===== src/rtl/seven_seg_scan.sv =====
// seven_seg_scan: time-multiplexed driver for NUM_DIGITS common-anode
// seven-segment digits. A shadow register holds the displayed hex value and
// decimal points, and a prescaler sets how long each digit stays lit.
// Segment and anode outputs are registered, and they reflect the scan index
// and shadow contents as updated by the same clock edge.
// Optional build macro: SEVEN_SEG_LZ_BLANK_EN enables leading-zero blanking.
module seven_seg_scan #(
    parameter int NUM_DIGITS  = 4,
    parameter int REFRESH_DIV = 50000
) (
    input  logic                    clk,
    input  logic                    rst,
    input  logic [4*NUM_DIGITS-1:0] value,
    input  logic [NUM_DIGITS-1:0]   dp,
    input  logic                    load,
    input  logic                    en,
    output logic [7:0]              seg,
    output logic [NUM_DIGITS-1:0]   an
);

    localparam int IW = (NUM_DIGITS > 1) ? $clog2(NUM_DIGITS) : 1;
    localparam int PW = $clog2(REFRESH_DIV);

    logic [PW-1:0]           presc;
    logic [PW-1:0]           presc_nxt;
    logic [IW-1:0]           idx;
    logic [IW-1:0]           idx_nxt;
    logic [4*NUM_DIGITS-1:0] sh_val;
    logic [4*NUM_DIGITS-1:0] sh_val_nxt;
    logic [NUM_DIGITS-1:0]   sh_dp;
    logic [NUM_DIGITS-1:0]   sh_dp_nxt;
    logic                    tick;
    logic [3:0]              nib;
    logic                    dp_bit;
    logic                    lz;
    logic [6:0]              glyph;
    logic [7:0]              seg_nxt;
    logic [NUM_DIGITS-1:0]   an_nxt;

    // Active-low a..g patterns for the hex digits 0..F
    function automatic logic [6:0] hex_glyph(input logic [3:0] h);
        logic [6:0] g;
        case (h)
            4'h0:    g = 7'h40;
            4'h1:    g = 7'h79;
            4'h2:    g = 7'h24;
            4'h3:    g = 7'h30;
            4'h4:    g = 7'h19;
            4'h5:    g = 7'h12;
            4'h6:    g = 7'h02;
            4'h7:    g = 7'h78;
            4'h8:    g = 7'h00;
            4'h9:    g = 7'h18;
            4'hA:    g = 7'h08;
            4'hB:    g = 7'h03;
            4'hC:    g = 7'h46;
            4'hD:    g = 7'h21;
            4'hE:    g = 7'h06;
            default: g = 7'h0E;
        endcase
        return g;
    endfunction

    // Next prescaler, scan index and shadow contents for this edge
    always_comb begin
        tick       = en && (presc == PW'(REFRESH_DIV - 1));
        presc_nxt  = presc;
        idx_nxt    = idx;
        sh_val_nxt = load ? value : sh_val;
        sh_dp_nxt  = load ? dp : sh_dp;
        if (en) begin
            presc_nxt = tick ? '0 : presc + 1'b1;
        end
        if (tick) begin
            idx_nxt = (idx == IW'(NUM_DIGITS - 1)) ? '0 : idx + 1'b1;
        end
    end

    // Select the digit being scanned from the freshly updated shadow, so a
    // load coinciding with a tick never shows stale data
    always_comb begin
        nib    = '0;
        dp_bit = 1'b0;
        lz     = 1'b0;
        an_nxt = '1;
        for (int unsigned k = 0; k < NUM_DIGITS; k++) begin
            if (IW'(k) == idx_nxt) begin
                nib       = sh_val_nxt[4*k +: 4];
                dp_bit    = sh_dp_nxt[k];
                an_nxt[k] = 1'b0;
`ifdef SEVEN_SEG_LZ_BLANK_EN
                lz        = (k != 0) && ((sh_val_nxt >> (4*k)) == '0);
`endif
            end
        end
    end

    // Build the full segment byte; blank everything while disabled
    always_comb begin
        glyph   = lz ? 7'h7F : hex_glyph(nib);
        seg_nxt = en ? {~dp_bit, glyph} : 8'hFF;
    end

    // Prescaler and scan index
    always_ff @(posedge clk or posedge rst) begin
        if (rst) begin
            presc <= '0;
            idx   <= '0;
        end else begin
            presc <= presc_nxt;
            idx   <= idx_nxt;
        end
    end

    // Shadow register for the displayed value and decimal points
    always_ff @(posedge clk or posedge rst) begin
        if (rst) begin
            sh_val <= '0;
            sh_dp  <= '0;
        end else begin
            sh_val <= sh_val_nxt;
            sh_dp  <= sh_dp_nxt;
        end
    end

    // Registered display outputs
    always_ff @(posedge clk or posedge rst) begin
        if (rst) begin
            seg <= 8'hFF;
            an  <= '1;
        end else begin
            seg <= seg_nxt;
            an  <= en ? an_nxt : '1;
        end
    end

endmodule


===== config.mk =====
export PLATFORM = sky130hd
export DESIGN_NAME = seven_seg_scan
export DESIGN_NICKNAME = d
export VERILOG_FILES = /design/src/rtl/seven_seg_scan.sv
export SDC_FILE = /design/constraint.sdc
export NUM_CORES = 1
export LEC_CHECK = 0
export CORE_MARGIN = 3
export CORE_UTILIZATION = 58
export CTS_CLUSTER_SIZE = 30
export DETAILED_ROUTE_END_ITERATION = 7
export GPL_TIMING_DRIVEN = 0
export PLACE_DENSITY_LB_ADDON = 0.2
export SLEW_MARGIN = 10
export SYNTH_ARGS = -nofsm -noshare
export SYNTH_HDL_FRONTEND = slang
export SYNTH_SLANG_ARGS = --single-unit

===== constraint.sdc =====
create_clock -name clk -period 7.1 [get_ports clk]
set_input_delay 1.42 -clock clk [delete_from_list [all_inputs] [get_ports clk]]
set_output_delay 1.42 -clock clk [all_outputs]
set_load 0.1 [all_outputs]

==> results of run 1 <==
[sequential cells by signal, indices dropped and copies added, names as in the netlist]
register / flops
presc: 16
sh_dp: 4
seg: 8
idx: 2
sh_val: 16
an: 4
[worst register-to-register path: stages, from the launching register on]
cell,delay (ns)
dfrtp_1,0.40
ha_1,0.18
and4_1,0.18
buf_2,0.17
and4_1,0.32
mux2i_4,0.39
inv_2,0.16
mux4_2,0.54
inv_2,0.13
ha_1,0.24
o21ai_0,0.09
o21ai_0,0.12
a32oi_1,0.21
[worst max path at each step]
stage | from | to | slack (ns)
2_1_floorplan | en | seg[4] | 3.34
3_3_place_gp | load | seg[3] | 2.85
3_5_place_dp | load | seg[3] | 2.84
4_1_cts | load | seg[3] | 3.14
5_1_grt | load | seg[3] | 3.00
6_report | load | seg[3] | 3.15
[power breakdown]
| part | switching [µW] | internal (µW) |
|---|---|---|
| clock | 88.8 | 78.7 |
| combinational | 97.6 | 67.0 |
| sequential | 23.5 | 323 |
| total | 210 | 469 |
[kinds of logic after synthesis]
family	share of synthesized area, %
AND/OR/NAND/NOR	13.3
AO/OA/AOI/OAI	7.03
buffers and inverters	2.96
flip-flops	51.6
XOR/XNOR	5.00
multiplexers	16.6
adder cells (fa/ha/maj)	3.57
[area by class of cell]
class,count,area [µm²]
flip-flops and latches,50,1270
repair buffers,35,360
plain buffers,8,42.5
well taps,50,62.6
fillers,280,1060
inverters,7,30.0
clock inverters,1,5.00
clock buffers,7,86.3
multi-input cells,137,1120
[stage by stage]
stage | hold slack, ns | setup slack [ns] | cell area, µm² | total power, µW
6_report | 0.494 | 3.15 | 2970 | 679
5_1_grt | 0.512 | 3.00 | 2970 | 714
4_1_cts | 0.496 | 3.14 | 2970 | 683
3_5_place_dp | 0.483 | 2.84 | 2880 | 517
3_3_place_gp | 0.475 | 2.85 | 2860 | 511
2_1_floorplan | 0.452 | 3.34 | 2450 | 471
[routing by layer]
metal / track usage, % / vias to the layer above / routed length [µm]
met5: 0 / - / 0
met4: 6.26 / 0 / 67
met3: 5.54 / 6 / 209
met2: 33.5 / 38 / 2350
met1: 26.8 / 837 / 2100
li1: - / 802 / -
[placed cells by master (no fill, tap or decap), drive strengths merged]
master         instances
a31oi                  1
nor2                  20
o21ai                  5
mux2i                  9
mux4                   2
nand2                 13
o2111a                 1
and3                   1
dfrtp                 38
buf                    7
a21boi                 1
dfstp                 12
inv                    6
xor2                   6
a32oi                  1
and4bb                 2
o211ai                 1
or2                    1
nor3                   4
ha                     7
clkbuf                 9
o21bai                 3
clkdlybuf4s50         34
a21oi                  3
a211o                  1
and4                   3
mux2                  22
o2bb2ai                1
clkinv                 2
o221ai                 1
nand3                 12
nor4b                  1
nand4                  3
o311ai                 2
xnor2                  8
a211oi                 2
==> flow_summary.html, run 1 <==
<table>
<tr><th>Metric</th><th>Value</th></tr>
<tr><th colspan="2">Yosys</th></tr>
<tr><td>Leading register cell type out of synthesis</td><td>dfrtp_1</td></tr>
<tr><td>Number of standard cells after synthesis</td><td>202</td></tr>
<tr><td>Synth warnings</td><td>0</td></tr>
<tr><td>Dominant cell by count in the synthesized netlist</td><td>dfrtp_1</td></tr>
<tr><td>Main area contributors after synthesis</td><td>dfrtp_1 (39%), dfstp_2 (13%), mux2_2 (10%)</td></tr>
<tr><td>EDFF count, synth</td><td>0</td></tr>
<tr><td>Flip-flop and latch count after synthesis</td><td>50</td></tr>
<tr><td>Synth top cells by count</td><td>dfrtp_1 (38), mux2_2 (22), nor2_1 (20)</td></tr>
<tr><td>Distinct cell type count after synthesis</td><td>43</td></tr>
<tr><td>Syn Area/Cell</td><td>12.2 µm²</td></tr>
<tr><td>Total standard cell area after synthesis</td><td>0.00245 mm²</td></tr>
<tr><td>Sequential element share of the synthesized area</td><td>51.6%</td></tr>
<tr><td>Cell type with the largest total area after synthesis</td><td>dfrtp_1</td></tr>
<tr><td>Synth Net Count</td><td>233</td></tr>
<tr><td>Share of flip-flops with an asynchronous set or reset</td><td>100%</td></tr>
<tr><td>Area share of the largest cell type after synthesis</td><td>38.7%</td></tr>
<tr><th colspan="2">Critical path</th></tr>
<tr><td>Arrival time reported for the critical path endpoint</td><td>4.16 ns</td></tr>
<tr><td>Reg-to-reg startpoint</td><td>presc[1]</td></tr>
<tr><td>Kind of critical path</td><td>in -&gt; reg</td></tr>
<tr><td>Highest cell delay on the worst timing path</td><td>0.56 ns</td></tr>
<tr><td>Cell with the largest stage delay on the worst path</td><td>mux4_2</td></tr>
<tr><td>Buffering stage count on the worst path with inverters included</td><td>4</td></tr>
<tr><td>Crit path cell chain</td><td>clkdlybuf4s50_1 &gt; buf_2 &gt; buf_2 &gt; mux2_2 &gt; mux4_2 &gt; inv_2 &gt; ha_1 &gt; o21ai_0 &gt; o21ai_0 &gt; a32oi_1</td></tr>
<tr><td>Nature of the critical path startpoint</td><td>input port</td></tr>
<tr><td>Depth of the critical timing path with buffers and inverters included</td><td>10</td></tr>
<tr><td>Capture point of the worst reg-to-reg path</td><td>seg[3]</td></tr>
<tr><td>Critical path fanouts, max</td><td>10</td></tr>
<tr><td>Worst R2R Setup Slack</td><td>3.89 ns</td></tr>
<tr><td>Dominant delay contributor by cell family on the critical path</td><td>buffers and inverters</td></tr>
<tr><td>Crit path capture type</td><td>register</td></tr>
<tr><td>Cell count of the worst reg-to-reg path</td><td>12</td></tr>
<tr><td>Data required time of the worst path</td><td>7.32 ns</td></tr>
<tr><th colspan="2">Floorplanning</th></tr>
<tr><td>Initial cell density of the core</td><td>60.9%</td></tr>
<tr><td>Horiz. Die Dim</td><td>71.1 µm</td></tr>
<tr><td>Die Footprint</td><td>0.00505 mm²</td></tr>
<tr><td>Area of the core region</td><td>0.00403 mm²</td></tr>
<tr><td>Count of pins on the block boundary</td><td>36</td></tr>
<tr><td>Vertical extent of the die</td><td>71.1 µm</td></tr>
<tr><td>Number of core rows</td><td>23</td></tr>
<tr><th colspan="2">STA</th></tr>
<tr><td>Final setup violation count</td><td>0</td></tr>
<tr><td>Max transition margin</td><td>34.4%</td></tr>
<tr><td>Setup TNS</td><td>0 ns</td></tr>
<tr><td>Time the final worst path needs with I/O delays and setup</td><td>3.95 ns</td></tr>
<tr><td>Skew final</td><td>0.00680 ns</td></tr>
<tr><td>Slew of the pin with the lowest slew margin</td><td>0.982 ns</td></tr>
<tr><td>Number of max-slew violations in the final report</td><td>0</td></tr>
<tr><td>Post-route fraction of the period consumed by the critical path</td><td>55.6%</td></tr>
<tr><td>Setup repair after global routing missed its margin</td><td>no</td></tr>
<tr><td>Maximum clock rate</td><td>253 MHz</td></tr>
<tr><td>Final-report hold violation count</td><td>0</td></tr>
<tr><th colspan="2">Worst hold path</th></tr>
<tr><td>Hold wc startpoint</td><td>presc[2]</td></tr>
<tr><td>Worst hold path depth</td><td>1</td></tr>
<tr><td>Worst hold path class</td><td>reg -&gt; reg</td></tr>
<tr><td>Hold path endpoint</td><td>presc[2]</td></tr>
<tr><th colspan="2">Detailed routing</th></tr>
<tr><td>Total DRC errors in the routed layout</td><td>0</td></tr>
<tr><td>Routed vias/inst</td><td>5.71</td></tr>
<tr><td>DRT Pass-1 Iters</td><td>4</td></tr>
<tr><td>Total number of vias</td><td>1,683</td></tr>
<tr><td>Routed WL</td><td>4720 µm</td></tr>
<tr><td>Drt initial violations</td><td>130</td></tr>
<tr><td>WL/cell</td><td>16.0 µm</td></tr>
<tr><td>Number of nets with antenna violations after detailed routing</td><td>0</td></tr>
<tr><th colspan="2">Finish</th></tr>
<tr><td>Non-Filler Instances</td><td>295</td></tr>
<tr><td>Final standard cell utilization of the core</td><td>73.7%</td></tr>
<tr><td>Area growth from synthesis to layout</td><td>20.9%</td></tr>
<tr><td>Final antenna diode count</td><td>0</td></tr>
<tr><td>Fraction of layout instances using a drive strength above 1</td><td>25.3%</td></tr>
<tr><td>Net count reported at finish</td><td>275</td></tr>
<tr><th colspan="2">Global routing</th></tr>
<tr><td>Vias in the first global route</td><td>1,701</td></tr>
<tr><td>Global Route Usage Sum</td><td>20.4%</td></tr>
<tr><td>Maximum number of pins on one net before global-route repair</td><td>38</td></tr>
<tr><td>Global-route wire length before repair</td><td>7980 µm</td></tr>
<tr><td>Initial antenna violation count</td><td>0</td></tr>
<tr><td>Total grt overflow</td><td>0</td></tr>
<tr><th colspan="2">Job</th></tr>
<tr><td>Count of maximum capacitance violations</td><td>0</td></tr>
<tr><th colspan="2">Place</th></tr>
<tr><td>Detail Placement HPWL</td><td>3380 µm</td></tr>
<tr><td>Final RePlAce weighted congestion</td><td>0.865</td></tr>
<tr><td>Placed insts</td><td>287</td></tr>
<tr><td>Port-buffer cells</td><td>34</td></tr>
<tr><th colspan="2">Pwr</th></tr>
<tr><td>Total power density per cell area</td><td>229 mW/mm²</td></tr>
<tr><td>Leak Pwr</td><td>0.00127 µW</td></tr>
<tr><td>Max IR drop VDD</td><td>0.151 mV</td></tr>
<tr><th colspan="2">Clock tree</th></tr>
<tr><td>Num CTS Buffers</td><td>5</td></tr>
<tr><td>Worst-case clock buffer depth</td><td>2</td></tr>
<tr><td>Clock tree root buffer cell</td><td>clkbuf_8</td></tr>
<tr><td>CTS H-Tree Depth</td><td>2</td></tr>
<tr><td>Clock-pin transition on the worst setup and hold timing paths</td><td>0.08 ns</td></tr>
<tr><td>Worst-skew pair later-pin latency</td><td>0.31 ns</td></tr>
<tr><td>Count of hold-fix buffers inserted at cts</td><td>0</td></tr>
<tr><td>Post-cts sizing count</td><td>0</td></tr>
<tr><td>Post-CTS setup buffer count</td><td>0</td></tr>
<tr><td>Clock Sinks</td><td>50</td></tr>
<tr><td>CTS tree</td><td>done</td></tr>
<tr><th colspan="2">Outcome</th></tr>
<tr><td>Outcome</td><td>complete, no violations</td></tr>
</table>
Power figures use the tool's default switching activity.
==> run 2: changes to the inputs <==
--- a/config.mk
+++ b/config.mk
@@ -6,7 +6,7 @@
 export NUM_CORES = 1
 export LEC_CHECK = 0
 export CORE_MARGIN = 3
-export CORE_UTILIZATION = 58
+export CORE_UTILIZATION = 54
 export CTS_CLUSTER_SIZE = 30
 export DETAILED_ROUTE_END_ITERATION = 7
 export GPL_TIMING_DRIVEN = 0
==> constraint.sdc (replaced) <==
create_clock -name clk -period 3.75 [get_ports clk]
set_input_delay 0.75 -clock clk [delete_from_list [all_inputs] [get_ports clk]]
set_output_delay 0.75 -clock clk [all_outputs]
set_load 0.1 [all_outputs]
==> run 2 against run 1 <==
Effect of this change:
- global-route usage decreased by 1.7 points
- total power grew 86%
- utilization decreased by 3.3 points
- worst hold slack gained 0.0051 ns
- critical endpoint is now seg[0]
- highest routed layer unchanged
- die area up 6.8%
- flip-flop and latch count unchanged
==> flow_summary.html, run 2 (same netlist as run 1, synthesis figures left out) <==
<table>
<tr><th>Metric</th><th>Value</th></tr>
<tr><th colspan="2">Clock tree</th></tr>
<tr><td>Clock Sinks</td><td>50</td></tr>
<tr><td>Clock-pin transition on the worst setup and hold timing paths</td><td>0.09 ns</td></tr>
<tr><td>CTS H-Tree Depth</td><td>2</td></tr>
<tr><td>Worst-case clock buffer depth</td><td>2</td></tr>
<tr><td>Count of hold-fix buffers inserted at cts</td><td>0</td></tr>
<tr><td>Post-CTS setup buffer count</td><td>0</td></tr>
<tr><td>Clock tree root buffer cell</td><td>clkbuf_8</td></tr>
<tr><td>CTS tree</td><td>done</td></tr>
<tr><td>Post-cts sizing count</td><td>0</td></tr>
<tr><td>Num CTS Buffers</td><td>5</td></tr>
<tr><td>Worst-skew pair later-pin latency</td><td>0.29 ns</td></tr>
<tr><th colspan="2">Critical path</th></tr>
<tr><td>Kind of critical path</td><td>in -&gt; reg</td></tr>
<tr><td>Cell occurring most often along the worst timing path</td><td>buf_2</td></tr>
<tr><td>Nature of the critical path startpoint</td><td>input port</td></tr>
<tr><td>Critical path fanouts, max</td><td>10</td></tr>
<tr><td>Data required time of the worst path</td><td>3.96 ns</td></tr>
<tr><td>Crit path capture type</td><td>register</td></tr>
<tr><td>Dominant delay contributor by cell family on the critical path</td><td>buffers and inverters</td></tr>
<tr><td>Buffering stage count on the worst path with inverters included</td><td>4</td></tr>
<tr><td>Cell with the largest stage delay on the worst path</td><td>mux4_2</td></tr>
<tr><td>Arrival time reported for the critical path endpoint</td><td>3.50 ns</td></tr>
<tr><td>Highest cell delay on the worst timing path</td><td>0.55 ns</td></tr>
<tr><td>Crit path cell chain</td><td>clkdlybuf4s50_1 &gt; buf_2 &gt; buf_2 &gt; mux2_2 &gt; mux4_2 &gt; inv_2 &gt; ha_1 &gt; nor3_1 &gt; o21bai_1 &gt; a21oi_1</td></tr>
<tr><th colspan="2">Job</th></tr>
<tr><td>Count of maximum capacitance violations</td><td>0</td></tr>
<tr><th colspan="2">STA</th></tr>
<tr><td>Max transition margin</td><td>34.8%</td></tr>
<tr><td>Time the final worst path needs with I/O delays and setup</td><td>3.28 ns</td></tr>
<tr><td>Final worst setup slack</td><td>0.466 ns</td></tr>
<tr><td>Final-report hold violation count</td><td>0</td></tr>
<tr><td>Number of max-slew violations in the final report</td><td>0</td></tr>
<tr><td>Setup repair after global routing missed its margin</td><td>no</td></tr>
<tr><td>Min Hold Slack</td><td>0.499 ns</td></tr>
<tr><td>Setup TNS</td><td>0 ns</td></tr>
<tr><td>Skew final</td><td>0.0113 ns</td></tr>
<tr><td>Slew of the pin with the lowest slew margin</td><td>0.975 ns</td></tr>
<tr><td>Final setup violation count</td><td>0</td></tr>
<tr><td>Post-route fraction of the period consumed by the critical path</td><td>87.6%</td></tr>
<tr><td>Maximum clock rate</td><td>305 MHz</td></tr>
<tr><th colspan="2">Worst hold path</th></tr>
<tr><td>Worst hold path class</td><td>reg -&gt; reg</td></tr>
<tr><th colspan="2">Detailed routing</th></tr>
<tr><td>Drt initial violations</td><td>87</td></tr>
<tr><td>DRT Pass-1 Iters</td><td>4</td></tr>
<tr><td>Routed vias/inst</td><td>5.65</td></tr>
<tr><td>Total DRC errors in the routed layout</td><td>0</td></tr>
<tr><td>Routed WL</td><td>4550 µm</td></tr>
<tr><td>Number of nets with antenna violations after detailed routing</td><td>0</td></tr>
<tr><td>Total number of vias</td><td>1,667</td></tr>
<tr><td>WL/cell</td><td>15.4 µm</td></tr>
<tr><th colspan="2">Global routing</th></tr>
<tr><td>Vias in the first global route</td><td>1,717</td></tr>
<tr><td>Global Route Usage Sum</td><td>18.7%</td></tr>
<tr><td>Maximum number of pins on one net before global-route repair</td><td>38</td></tr>
<tr><td>Initial antenna violation count</td><td>0</td></tr>
<tr><td>Total grt overflow</td><td>0</td></tr>
<tr><td>Global-route wire length before repair</td><td>7820 µm</td></tr>
<tr><th colspan="2">Outcome</th></tr>
<tr><td>Outcome</td><td>complete, no violations</td></tr>
<tr><th colspan="2">Pwr</th></tr>
<tr><td>Fraction of power consumed by combinational cells</td><td>24.8%</td></tr>
<tr><td>Clk network pwr share</td><td>23.2%</td></tr>
<tr><td>Total power density per cell area</td><td>427 mW/mm²</td></tr>
<tr><td>Proportion of total power due to net switching</td><td>30.9%</td></tr>
<tr><td>Internal Dissipation</td><td>873 µW</td></tr>
<tr><td>Max IR drop VDD</td><td>0.327 mV</td></tr>
<tr><td>Relative contribution of sequential cells to total power</td><td>52.0%</td></tr>
<tr><td>Sw Pwr</td><td>390 µW</td></tr>
<tr><td>Leak Pwr</td><td>0.00126 µW</td></tr>
<tr><th colspan="2">Finish</th></tr>
<tr><td>Final antenna diode count</td><td>0</td></tr>
<tr><td>Area growth from synthesis to layout</td><td>20.5%</td></tr>
<tr><td>Area occupied by registers</td><td>0.00127 mm²</td></tr>
<tr><td>Final standard cell utilization of the core</td><td>70.4%</td></tr>
<tr><td>Number of filler instances in the final layout</td><td>324</td></tr>
<tr><td>Commonest non-fill, non-tap cell in the layout</td><td>dfrtp_1</td></tr>
<tr><td>Net count reported at finish</td><td>275</td></tr>
<tr><td>Area of the multi-input gates</td><td>0.00112 mm²</td></tr>
<tr><td>Fraction of layout instances using a drive strength above 1</td><td>24.5%</td></tr>
<tr><td>Biggest regs</td><td>presc: 16 flops, sh_val: 16 flops, seg: 8 flops</td></tr>
<tr><td>Most used cells in the layout excluding fill and tap cells</td><td>dfrtp_1 (38), clkdlybuf4s50_1 (34), mux2_2 (22)</td></tr>
<tr><th colspan="2">Place</th></tr>
<tr><td>Final RePlAce weighted congestion</td><td>0.853</td></tr>
<tr><td>Detail Placement HPWL</td><td>3320 µm</td></tr>
<tr><td>Port-buffer cells</td><td>34</td></tr>
<tr><td>DP Worst Slack</td><td>0.161 ns</td></tr>
<tr><th colspan="2">Floorplanning</th></tr>
<tr><td>Number of core rows</td><td>23</td></tr>
<tr><td>Vertical extent of the die</td><td>73.4 µm</td></tr>
<tr><td>Area of the core region</td><td>0.00420 mm²</td></tr>
<tr><td>Die Footprint</td><td>0.00539 mm²</td></tr>
<tr><td>Count of pins on the block boundary</td><td>36</td></tr>
<tr><td>Initial cell density of the core</td><td>58.4%</td></tr>
<tr><td>Horiz. Die Dim</td><td>73.4 µm</td></tr>
</table>
[run 2: path summary, 6_finish.rpt]
| path | slack [ns] | startpoint | cells past startpoint | end |
|---|---|---|---|---|
| min in group asynchronous | 0.72 | rst | 2 | presc[0] |
| max in group asynchronous | 2.48 | rst | 3 | an[3] |
| hold / removal | 0.50 | presc[13] | 1 | presc[13] |
| setup reg to reg | 0.55 | presc[0] | 12 | seg[4] |
| setup / recovery | 0.47 | load | 10 | seg[0] |
| hold reg to reg | 0.50 | presc[13] | 1 | presc[13] |
[run 2: through the flow]
step / power (µW) / cell area (µm²) / std cells
final: 1260 / 2960 / 295
after floorplan: 892 / 2450 / 202
after global routing: 1330 / 2960 / 295
after detailed placement: 976 / 2880 / 287
after global placement: 969 / 2860 / 286
after CTS: 1270 / 2960 / 295
[run 2: routing by layer]
layer | vias to the layer above | GRT usage (%) | routed length, µm
met5 | - | 0 | 0
li1 | 796 | - | -
met1 | 827 | 25.6 | 2160
met2 | 38 | 30.1 | 2120
met3 | 6 | 3.69 | 205
met4 | 0 | 6.04 | 57
[run 2: power groups by stage]
stage          clock network (µW)  registers (µW)  logic, µW
2_1_floorplan                   0             740        151
3_3_place_gp                    0             664        305
3_5_place_dp                    0             665        311
4_1_cts                       301             657        317
5_1_grt                       326             666        341
6_report                      293             656        313
[run 2: final cells by class]
cell class	count	area share, %
sequential	50	42.8
multi-input combinational	137	37.7
timing repair buffer	35	12.2
clock buffer	8	2.71
tap	50	2.12
buffer	8	1.44
inverter	7	1.02
[run 2: worst reg2reg max path: cells and delay by family, from the launching register on]
family | cells | cell delay [ns]
flops | 1 | 0.40
fa+ha+maj | 2 | 0.43
compound gates | 2 | 0.24
simple gates | 3 | 0.81
mux | 2 | 0.82
buf+inv | 3 | 0.41
==> run 3: changes to the inputs <==
--- a/config.mk
+++ b/config.mk
@@ -7,6 +7,7 @@
 export LEC_CHECK = 0
 export CORE_MARGIN = 3
 export CORE_UTILIZATION = 54
+export CTS_CLUSTER_DIAMETER = 120
 export CTS_CLUSTER_SIZE = 30
 export DETAILED_ROUTE_END_ITERATION = 7
 export GPL_TIMING_DRIVEN = 0
==> results of run 3 <==
Final layout, timing and power as in run 2 (identical DEF).
==> RTL edit 1: new RTL, settings of run 2 <==
Build with the macro `SEVEN_SEG_LZ_BLANK_EN` defined.
--- a/src/rtl/seven_seg_scan.sv
+++ b/src/rtl/seven_seg_scan.sv
@@ -4,6 +4,8 @@
 // Segment and anode outputs are registered, and they reflect the scan index
 // and shadow contents as updated by the same clock edge.
 // Optional build macro: SEVEN_SEG_LZ_BLANK_EN enables leading-zero blanking.
+`define SEVEN_SEG_LZ_BLANK_EN
+
 module seven_seg_scan #(
     parameter int NUM_DIGITS  = 4,
     parameter int REFRESH_DIV = 50000
Check against the original RTL: same outputs for any inputs over 10 cycles, from zero or initial values and one cycle with rst high; that may be too few to reach the edited logic, so the function may still have changed.
==> RTL edit 1 against run 2 <==
Design area grew 13%. Total power increased by 14%. Setup slack worse by 0.35 ns. Non-clock buffer count up 9. Sequential cell count did not move. Area after synthesis up 7.4%. Combinational power up 12%. Clock power up 53%. Wire length grew 20%. Sequential share of layout area down 4.9 points. Critical path type is now reg -> reg. Largest cell class is now multi-input gates. Maximum frequency decreased by 9.7%.
==> RTL edit 1: results (changes against run 2) <==
status complete, no violations; syn nets 279 (+20%); post-DR wirelength/cell 15.07 microns (-2.3%); dpl hpwl 3.804 mm (+14%); fraction of the mapped netlist area in adder cells 0.03797 (+0.002291); met1 Use GR 0.2295 (-0.02671); largest net degree at the start of global routing 37 (-2.6%); Synth Area in Compound Gates 0.06977 (-0.0005689); DR vias 1972 (+18%); delay-heaviest family, CP simple AND/OR/NAND/NOR gates; number of nets in the layout 328 (+19%); worst reg2reg setup slack 0.11 ns (-0.44 ns); reg2reg end seg[3]$_DFF_PP1_; Hold Crit Endpoint sh_val[1]$_DFF_PP0_; Post-Place Cells 348 (+21%); Lkg Pwr 1.457 nW (+16%); Placement Cell Area 3088 sq um (+7.3%); Worst setup SP type flip-flop; worst vdd ir 0.0002566 V (-21%); relative slew slack 0.3496 (+0.001451); fraction of layout cells with a size suffix above 1 0.2357 (-0.009208); CP max-delay cell or4b_4; Synth top cells by count 38 x dfrtp_1, 26 x nor2_1, 22 x mux2_2, 21 x mux2i_1, 16 x inv_1; GPL Wtd Cong 0.8320 (-2.5%); met2 Track Usage GR 0.3584 (+0.05747); first-pass GRT wire length 8.694 mm (+11%); vias per cell 5.448 (-3.6%); routed wl met3 163 microns (-20%); Synth Area in XOR/XNOR 0.03987 (-0.01008)
==> RTL edit 1: changes by cell type in the layout (fill, tap and decap cells not counted), moves of 4 or more <==
| cell | run 2 | this run |
|---|---|---|
| buf_4 | 2 | 7 |
| inv_1 | 2 | 15 |
| mux2i_1 | 7 | 18 |
| nand4_1 | 2 | 6 |
| nor2_1 | 20 | 26 |
==> RTL edit 1: cell type report <==
class	instances	area, sq um
well taps	65	81.33
fillers	311	1190
plain buffers	9	61.31
inverters	17	63.81
clock inverters	3	68.82
clock buffers	5	68.82
multi-input cells	170	1311
repair buffers	43	421.7
flip-flops and latches	50	1267
==> RTL edit 1: power breakdown <==
group | internal, mW | switching, mW
sequential | 0.606 | 0.0397
combinational | 0.142 | 0.208
clock | 0.267 | 0.182
==> RTL edit 1: what timing repair did <==
item / CTS / global route
resized for setup: 9 / 5
setup endpoints to repair: 7 / 1
pin swaps: 1 / 1
setup buffers: 0 / 7
==> RTL edit 2: new RTL, settings of run 2 <==
Made on the original files. Take the reset off `sh_val` and load it in a clocked block of its own.
--- a/src/rtl/seven_seg_scan.sv
+++ b/src/rtl/seven_seg_scan.sv
@@ -115,12 +115,14 @@
     // Shadow register for the displayed value and decimal points
     always_ff @(posedge clk or posedge rst) begin
         if (rst) begin
-            sh_val <= '0;
             sh_dp  <= '0;
         end else begin
-            sh_val <= sh_val_nxt;
             sh_dp  <= sh_dp_nxt;
         end
+    end
+
+    always_ff @(posedge clk) begin
+        sh_val <= sh_val_nxt;
     end
 
     // Registered display outputs
Formal check against the unedited RTL: not equivalent (a bounded check fails within 4 cycles, from zero or initial values and one cycle with rst high).
==> RTL edit 2 against run 2 <==
Wire length increased by 7.7%. Register-to-register slack got worse by 0.19 ns. Synthesized cell count increased by 15%. Critical path type unchanged. Setup slack got worse by 0.34 ns. Area after synthesis increased by 0.61%. Design area increased by 2.1%. Highest routed layer unchanged. Sequential cell count unchanged. Critical path depth increased by 1. Global-route usage increased by 0.59 points. Total power increased by 3.4%. First-iteration DRC count decreased by 16%.
==> RTL edit 2: results (changes against run 2) <==
GR Util met3 0.04788 (+0.01094); Reg2Reg Depth 10 (-2); sequential fraction of the synthesis area 0.4802 (-0.03556); vias per cell 5.518 (-2.3%); gr usage total 0.1932 (+0.005869); Non-Clock Buffer Area Fraction 0.1384 (+0.002207); hold_sp sh_val[9]$_DFF_P_; Signal buffers 47 (+9.3%); DP Worst Slack -0.5248 ns (-0.6856 ns); FF+latch area 1186 sq um (-6.3%); clock share of power 0.269 (+0.037); Post-Route M1 WL 2.297 mm (+6.1%); sw frac 0.3128 (+0.003760); Synth top cells by count 22 x dfrtp_1, 22 x mux2i_1, 22 x nor2_1, 16 x dfxtp_1, 16 x nand2_1; Fill cells 319 (-1.5%); post-CTS sizing 3 (+3); met2 Track Usage GR 0.2992 (-0.001681); largest net degree at the start of global routing 35 (-7.9%); status complete, no violations; multi-input logic area 1195 sq um (+7.1%); Multi-input comb cells 157 (+15%); fraction of layout cells with a size suffix above 1 0.1812 (-0.06374); dpl hpwl 3.496 mm (+5.2%); worst-path fanout max 9 (-1); Skew-Pair Late Insertion Delay 0.31 ns (+0.02 ns); Lkg Pwr 1.279 nW (+1.6%); max incr delay on CP 0.50 ns (-0.05 ns); Gate power share 0.241 (-0.007); DRT iter0 DRCs 73 (-16%); relative slew slack 0.3463 (-0.001904); Port Buf Inserts 35 (+2.9%); worst reg2reg setup slack 0.36 ns (-0.19 ns); Synth area leaders dfrtp_1 22%, dfxtp_1 13%, dfstp_2 13%; number of nets in the layout 306 (+11%); Hold Path Depth 2 (+1); Max Clock Skew 0.005362 ns (-0.005919 ns); met1 Use GR 0.2632 (+0.006999); FF+latch count 50 (unchanged); mux contribution to synthesized area 0.1575 (-0.008609); worst vdd ir 0.0002346 V (-28%); Clock buffer cells 6 (-2)
RTL edit 2: cell types whose count changed after synthesis, moves of 5 or more:
| cell | delta |
|---|---|
| dfrtp_1 | -16 |
| dfxtp_1 | +16 |
| mux2i_1 | +15 |
| inv_1 | +10 |
| mux2_2 | -7 |
| o21ai_0 | +6 |
| clkbuf_1 | +5 |
| nand4_1 | +5 |
| o211ai_1 | +5 |
RTL edit 2: cells by family after synthesis:
group	after synthesis
AOI/OAI and AO/OA	28
xor gates and xnor gates	14
DFF	50
muxes	37
and+or+nand+nor	71
adders and majority gates	7
buffers and inverters	26
RTL edit 2: through the flow:
step	TNS, ns	instances	cell area (sq um)
CTS	0	326	2998
detailed placement	-2.821	318	2883
finish	0	326	3019
global route	-0.05650	326	3019
floorplan	0	233	2470
global placement	-2.500	318	2883
RTL edit 2: tightest hold or removal path: stages, from the launching register on:
cell	delay, ns
dfxtp_1	0.31
mux2i_1	0.09
inv_1	0.06
